[src/rtl/raster_stream_source_pkg.sv]
// Shared video definitions: default raster geometry, pixel width, raster
// position type and the stream source state encoding.
package raster_stream_source_pkg;

    localparam int VID_DATA_WIDTH = 8;
    localparam int VID_H_ACTIVE   = 400;
    localparam int VID_H_TOTAL    = 420;
    localparam int VID_V_ACTIVE   = 300;
    localparam int VID_V_TOTAL    = 320;

    // Counter width for x/y; covers any geometry up to 65535 positions per axis.
    localparam int POS_W = 16;

    typedef struct packed {
        logic [POS_W-1:0] y;
        logic [POS_W-1:0] x;
    } raster_pos_t;

    typedef enum logic {
        ST_IDLE   = 1'b0,
        ST_STREAM = 1'b1
    } src_state_t;

    // True at the first position of a frame.
    function automatic logic is_origin(raster_pos_t p);
        return (p.x == '0) && (p.y == '0);
    endfunction

endpackage

[src/rtl/raster_counter.sv]
// Raster x/y position counters. Advances one position per 'advance' pulse,
// wrapping at the end of each line and frame, and flags whether the current
// position is active and whether it is the last position of the frame.
module raster_counter
    import raster_stream_source_pkg::*;
#(
    parameter int H_ACTIVE = VID_H_ACTIVE,
    parameter int H_TOTAL  = VID_H_TOTAL,
    parameter int V_ACTIVE = VID_V_ACTIVE,
    parameter int V_TOTAL  = VID_V_TOTAL
) (
    input  logic             clock,
    input  logic             reset,
    input  logic             advance,
    output logic [POS_W-1:0] x,
    output logic [POS_W-1:0] y,
    output logic             active,
    output logic             last_pos
);

    localparam logic [POS_W-1:0] X_ACT  = POS_W'(H_ACTIVE);
    localparam logic [POS_W-1:0] X_LAST = POS_W'(H_TOTAL - 1);
    localparam logic [POS_W-1:0] Y_ACT  = POS_W'(V_ACTIVE);
    localparam logic [POS_W-1:0] Y_LAST = POS_W'(V_TOTAL - 1);

    raster_pos_t pos;

    // Position register: step x, carry into y at end of line, wrap at end of frame.
    // NOTE: clocked state uses non-blocking assignments so every register
    // samples pre-edge values regardless of statement order.
    always_ff @(posedge clock or negedge reset) begin
        if (!reset) begin
            pos <= '0;
        end else if (advance) begin
            if (pos.x == X_LAST) begin
                pos.x <= '0;
                pos.y <= (pos.y == Y_LAST) ? '0 : pos.y + 1'b1;
            end else begin
                pos.x <= pos.x + 1'b1;
            end
        end
    end

    assign x        = pos.x;
    assign y        = pos.y;
    assign active   = (pos.x < X_ACT) && (pos.y < Y_ACT);
    assign last_pos = (pos.x == X_LAST) && (pos.y == Y_LAST);

endmodule

[src/rtl/raster_stream_source.sv]
// Blanked raster stream source. Pulls active pixels from an upstream
// ready/valid source, inserts horizontal/vertical blanking beats, and
// withdraws validout (freezing position) when upstream starves mid-frame.
module raster_stream_source
    import raster_stream_source_pkg::*;
#(
    parameter int DATA_WIDTH = VID_DATA_WIDTH,
    parameter int H_ACTIVE   = VID_H_ACTIVE,
    parameter int H_TOTAL    = VID_H_TOTAL,
    parameter int V_ACTIVE   = VID_V_ACTIVE,
    parameter int V_TOTAL    = VID_V_TOTAL,
    parameter int STALL_W    = 16
) (
    input  logic                  clock,
    input  logic                  reset,
    input  logic                  enable,
    input  logic [DATA_WIDTH-1:0] pix_in,
    input  logic                  pix_in_valid,
    output logic                  pix_in_ready,
    output logic [DATA_WIDTH-1:0] dout,
    output logic                  blanking_out,
    output logic                  validout,
    output logic                  sof,
    output logic                  eof,
    output logic                  busy,
    output logic [STALL_W-1:0]    stall_cycles
);

    src_state_t       state;
    src_state_t       state_nxt;
    logic [POS_W-1:0] x_pos;
    logic [POS_W-1:0] y_pos;
    logic             pos_active;
    logic             pos_last;
    logic             advance;
    logic             stall;
    logic             at_origin;
    raster_pos_t      pos;

    raster_counter #(
        .H_ACTIVE (H_ACTIVE),
        .H_TOTAL  (H_TOTAL),
        .V_ACTIVE (V_ACTIVE),
        .V_TOTAL  (V_TOTAL)
    ) u_counter (
        .clock    (clock),
        .reset    (reset),
        .advance  (advance),
        .x        (x_pos),
        .y        (y_pos),
        .active   (pos_active),
        .last_pos (pos_last)
    );

    assign pos.x     = x_pos;
    assign pos.y     = y_pos;
    assign at_origin = is_origin(pos);

    // State register.
    always_ff @(posedge clock or negedge reset) begin
        if (!reset) begin
            state <= ST_IDLE;
        end else begin
            state <= state_nxt;
        end
    end

    // Next state plus handshake/advance decode; frames end only on their last beat.
    // NOTE: every output of this block gets a default first, so no path
    // leaves a signal unassigned and no latch is inferred.
    always_comb begin
        state_nxt    = state;
        pix_in_ready = 1'b0;
        advance      = 1'b0;
        stall        = 1'b0;
        case (state)
            ST_IDLE: begin
                if (enable) begin
                    state_nxt = ST_STREAM;
                end
            end
            ST_STREAM: begin
                pix_in_ready = pos_active;
                advance      = !pos_active || pix_in_valid;
                stall        = pos_active && !pix_in_valid;
                if (advance && pos_last && !enable) begin
                    state_nxt = ST_IDLE;
                end
            end
            default: state_nxt = ST_IDLE;
        endcase
    end

    // Output register: emit a pixel or blank beat on advance, hold data on stalls.
    always_ff @(posedge clock or negedge reset) begin
        if (!reset) begin
            dout         <= '0;
            blanking_out <= 1'b0;
            validout     <= 1'b0;
            sof          <= 1'b0;
            eof          <= 1'b0;
        end else begin
            validout <= advance;
            sof      <= advance && at_origin;
            eof      <= advance && pos_last;
            if (advance) begin
                dout         <= pos_active ? pix_in : '0;
                blanking_out <= !pos_active;
            end
        end
    end

    // Stall counter: cleared with the frame's first beat, saturates at all-ones.
    always_ff @(posedge clock or negedge reset) begin
        if (!reset) begin
            stall_cycles <= '0;
        end else if (advance && at_origin) begin
            stall_cycles <= '0;
        end else if (stall && (stall_cycles != '1)) begin
            stall_cycles <= stall_cycles + 1'b1;
        end
    end

    assign busy = (state == ST_STREAM);

endmodule

[config.mk]
export PLATFORM = sky130hd
export DESIGN_NAME = raster_stream_source
export DESIGN_NICKNAME = d
export VERILOG_FILES = /design/src/rtl/raster_stream_source_pkg.sv /design/src/rtl/raster_counter.sv /design/src/rtl/raster_stream_source.sv
export SDC_FILE = /design/constraint.sdc
export NUM_CORES = 1
export LEC_CHECK = 0
export BUFFER_PORTS_ARGS = -buffer_cell sky130_fd_sc_hd__buf_2
export CAP_MARGIN = 20
export CORE_MARGIN = 2
export CORE_UTILIZATION = 30
export DETAILED_ROUTE_END_ITERATION = 8
export PLACE_DENSITY = 0.43
export SETUP_SLACK_MARGIN = 0.15
export SYNTH_ARGS = -nofsm -noshare
export SYNTH_HDL_FRONTEND = slang
export SYNTH_SLANG_ARGS = --single-unit
[constraint.sdc]
create_clock -name clock -period 3.3 [get_ports clock]
set_input_delay 0.165 -clock clock [delete_from_list [all_inputs] [get_ports clock]]
set_output_delay 0.165 -clock clock [all_outputs]
set_load 0.02 [all_outputs]
==> results.yml <==
placed_design:
  port_buffers: 41
  hpwl_um: 5770
  place_congestion: 0.743
  place_area_um2: 3640
yosys:
  syn_avg_cell_area_um2: 9.59
  seq_area_frac_synth: 0.468
  synth_cell_type_count: 51
  synth_top_cell_area_share: 0.468
  synth_flop_cell: "dfrtp_1"
  synth-edff-count: 0
  netlist_area_um2: 3260
  ys_warn_count: 0
  synth.area.top_cells: "dfrtp_1, nand3_1, nand2_1"
  async_flop_share: 1.00
  synth_top_cell_by_area: "dfrtp_1"
  synth_seq_cells: 61
  synth_most_common_cell: "dfrtp_1"
  synthesis.instances: 340
  synth_common_cells: "dfrtp_1, nand2_1, nand3_1"
  synth_nets: 357
floorplan:
  die_y_um: 108
  core_um2: 10700
  die_area_um2: 11700
  rows: 38
  die_w_um: 108
  io_pins: 42
  initial_core_util: 0.304
cells_and_area:
  num-fill-cells: 1153
  drive_above_1_share: 0.197
  nNetsFinal: 404
  area_growth_pct: 16.8
  diodes: 0
  finalInstanceArea_um2: 3810
routing:
  drc: 0
  wl_um: 8410
  drtAntennaViolNets: 0
  drtPass1Iterations: 4
  num_vias: 2767
  viasPerCell: 5.21
  routedWlPerCell_um: 15.8
  drt_iter0_markers: 138
pwr:
  powerDensity_nw_per_um2: 422
  peakVddDrop_mv: 0.151
  p_leak_nw: 1.67
setup_path:
  reg2reg_slack_ns: 0.60
  r2r_end: "stall_cycles[11]"
  end_kind: "register"
  critPathSlowestCell: "a311o_1"
  critPathMaxStageDelay_ns: 0.63
  cp.required_ns: 3.57
  worstReg2RegStart: "u_counter.x[4]"
  cp_top_family: "compound AO/OA/AOI/OAI gates"
  start_kind: "register"
  worstPathArrival_ns: 2.98
  path_buf_inv: 0
  path_cells: "o311ai_0 -> o2111ai_1 -> a311o_1 -> or4_1 -> a21oi_1"
  criticalPathCategory: "reg -> reg"
  worstPathMaxFanout: 26
  reg2reg_depth: 5
global_route:
  grtUsageTotal: 0.158
  overflow: 0
  grt_pass1_wl_um: 14300
  grt_max_degree: 62
  grt_pass1_vias: 2724
  antenna_found_initial: 0
cts:
  cts_tree: "yes"
  htree_levels: 3
  post_cts_resized: 0
  clk_pin_slew_ns: 0.07
  clockRootBuffer: "clkbuf_8"
  cts_sinks: 61
  cts_buffers: 9
  cts_buffer_depth: 2
  post_cts_buffers: 0
  hold_buffers: 1
  clk-insertion-delay-late_ns: 0.35
timing:
  hold_viol_final: 16
  max_slew_margin: 0.413
  report.final.slew_viol_count: 0
  finalSetupTns_ns: 0
  fin_skew_ns: 0.00986
  setup_violations: 0
  finalCriticalPeriod_ns: 2.70
  rsz0062_at_grt: "no"
  hold_ws_ns: -0.00861
  worstMarginPinSlew_ns: 0.881
  fmax_ghz: 0.370
  period_share: 0.819
status:
  run_status: "finished, violations left"
  violations: "hold timing"
min_path:
  hold_class: "in -> async"
job:
  cap_viol_max_count: 0
-- state kept, by name (all words and copies together) (netlist names) --
name,cells
stall_cycles,16
u_counter.y,16
validout,1
busy,1
eof,1
sof,1
blanking_out,1
dout,8
u_counter.x,16
-- cell families (layout without fill, tap and decap cells) --
| kind of cell | after synthesis | after routing | share of synthesized area |
|---|---|---|---|
| fa+ha+maj | 5 | 5 | 0.0192 |
| xor+xnor | 13 | 13 | 0.0349 |
| buf+inv | 25 | 76 | 0.0326 |
| compound gates | 70 | 70 | 0.149 |
| flops | 61 | 61 | 0.468 |
| mux | 6 | 6 | 0.0199 |
| simple gates | 160 | 160 | 0.277 |
-- cells in the final DEF (no fill, tap or decap), types with 2 or more instances in the layout --
| master | synthesis | layout |
|---|---|---|
| dfrtp_1 | 61 | 61 |
| o211ai_1 | 2 | 2 |
| o21ai_0 | 21 | 21 |
| mux2_2 | 4 | 4 |
| a22o_1 | 12 | 12 |
| buf_2 | 4 | 41 |
| ha_1 | 5 | 5 |
| o31ai_1 | 5 | 4 |
| nand3b_1 | 2 | 2 |
| xor2_1 | 9 | 9 |
| clkinv_2 | 0 | 2 |
| buf_4 | 0 | 8 |
| inv_1 | 11 | 11 |
| mux2i_1 | 2 | 2 |
| o311ai_0 | 2 | 2 |
| nor4_1 | 11 | 11 |
| xnor2_1 | 4 | 4 |
| clkbuf_1 | 9 | 3 |
| and3_1 | 4 | 4 |
| nand2_1 | 31 | 31 |
| and4_1 | 3 | 3 |
| nand4_1 | 14 | 14 |
| clkbuf_8 | 0 | 10 |
| nand3_1 | 27 | 27 |
| nor2b_1 | 2 | 2 |
| a31oi_1 | 3 | 3 |
| nor3_1 | 16 | 16 |
| nor2_1 | 16 | 16 |
| nor4b_1 | 2 | 2 |
| a21oi_1 | 13 | 13 |
| and2_1 | 4 | 4 |
| nand2b_1 | 2 | 2 |
| or4_4 | 4 | 4 |
| or3_1 | 11 | 11 |
| a21o_1 | 2 | 2 |
| or4_1 | 4 | 4 |
-- stage by stage --
step	utilization	power, mW	worst slack [ns]	std cells
floorplan	-	0.965	0.914	340
global route	0.355	1.70	0.347	531
finish	0.355	1.61	0.598	531
global placement	0.339	1.04	0.689	515
detailed placement	0.339	1.04	0.585	515
CTS	0.355	1.64	0.562	531
-- area by class of cell --
cell class                 count  area [µm²]  area share
clock buffer                  13         149      0.0391
clock inverter                 2        10.0     0.00263
inverter                      11        41.3      0.0108
multi-input combinational    254        1630       0.429
sequential                    61        1530       0.401
tap                          140         175      0.0460
timing repair buffer          50         275      0.0722
-- worst reg2reg max path: stages, from the launching register on --
cell and delay, ns:
dfrtp_1 0.44, o311ai_0 0.55, o2111ai_1 0.29, a311o_1 0.63, or4_1 0.57, a21oi_1 0.14
-- where the power goes --
group          switching, mW  total, mW  internal (mW)
Sequential            0.0692      0.859          0.790
Clock                  0.296      0.584          0.287
Combinational         0.0977      0.167         0.0695
Total                  0.463       1.61           1.15
-- worst max-delay path by stage --
stage	from	to	slack (ns)	cells after the start
floorplan	u_counter.x[10]	stall_cycles[8]	0.91	6
finish	u_counter.x[4]	stall_cycles[11]	0.60	5
CTS	stall_cycles[0]	stall_cycles[2]	0.56	6
global route	stall_cycles[0]	stall_cycles[2]	0.35	6
detailed placement	stall_cycles[0]	stall_cycles[2]	0.59	6
global placement	u_counter.x[4]	stall_cycles[11]	0.69	5
-- per-layer routing --
layer / wire length, µm / up-vias / track usage / share of wire
met5: 0 / - / 0 / 0
met3: 307 / 11 / 0.0277 / 0.036
met4: 172 / 0 / 0.0751 / 0.020
li1: - / 1377 / - / -
met2: 3640 / 51 / 0.233 / 0.43
met1: 4290 / 1328 / 0.224 / 0.51
No activity file was read; power rests on OpenSTA's default activity.
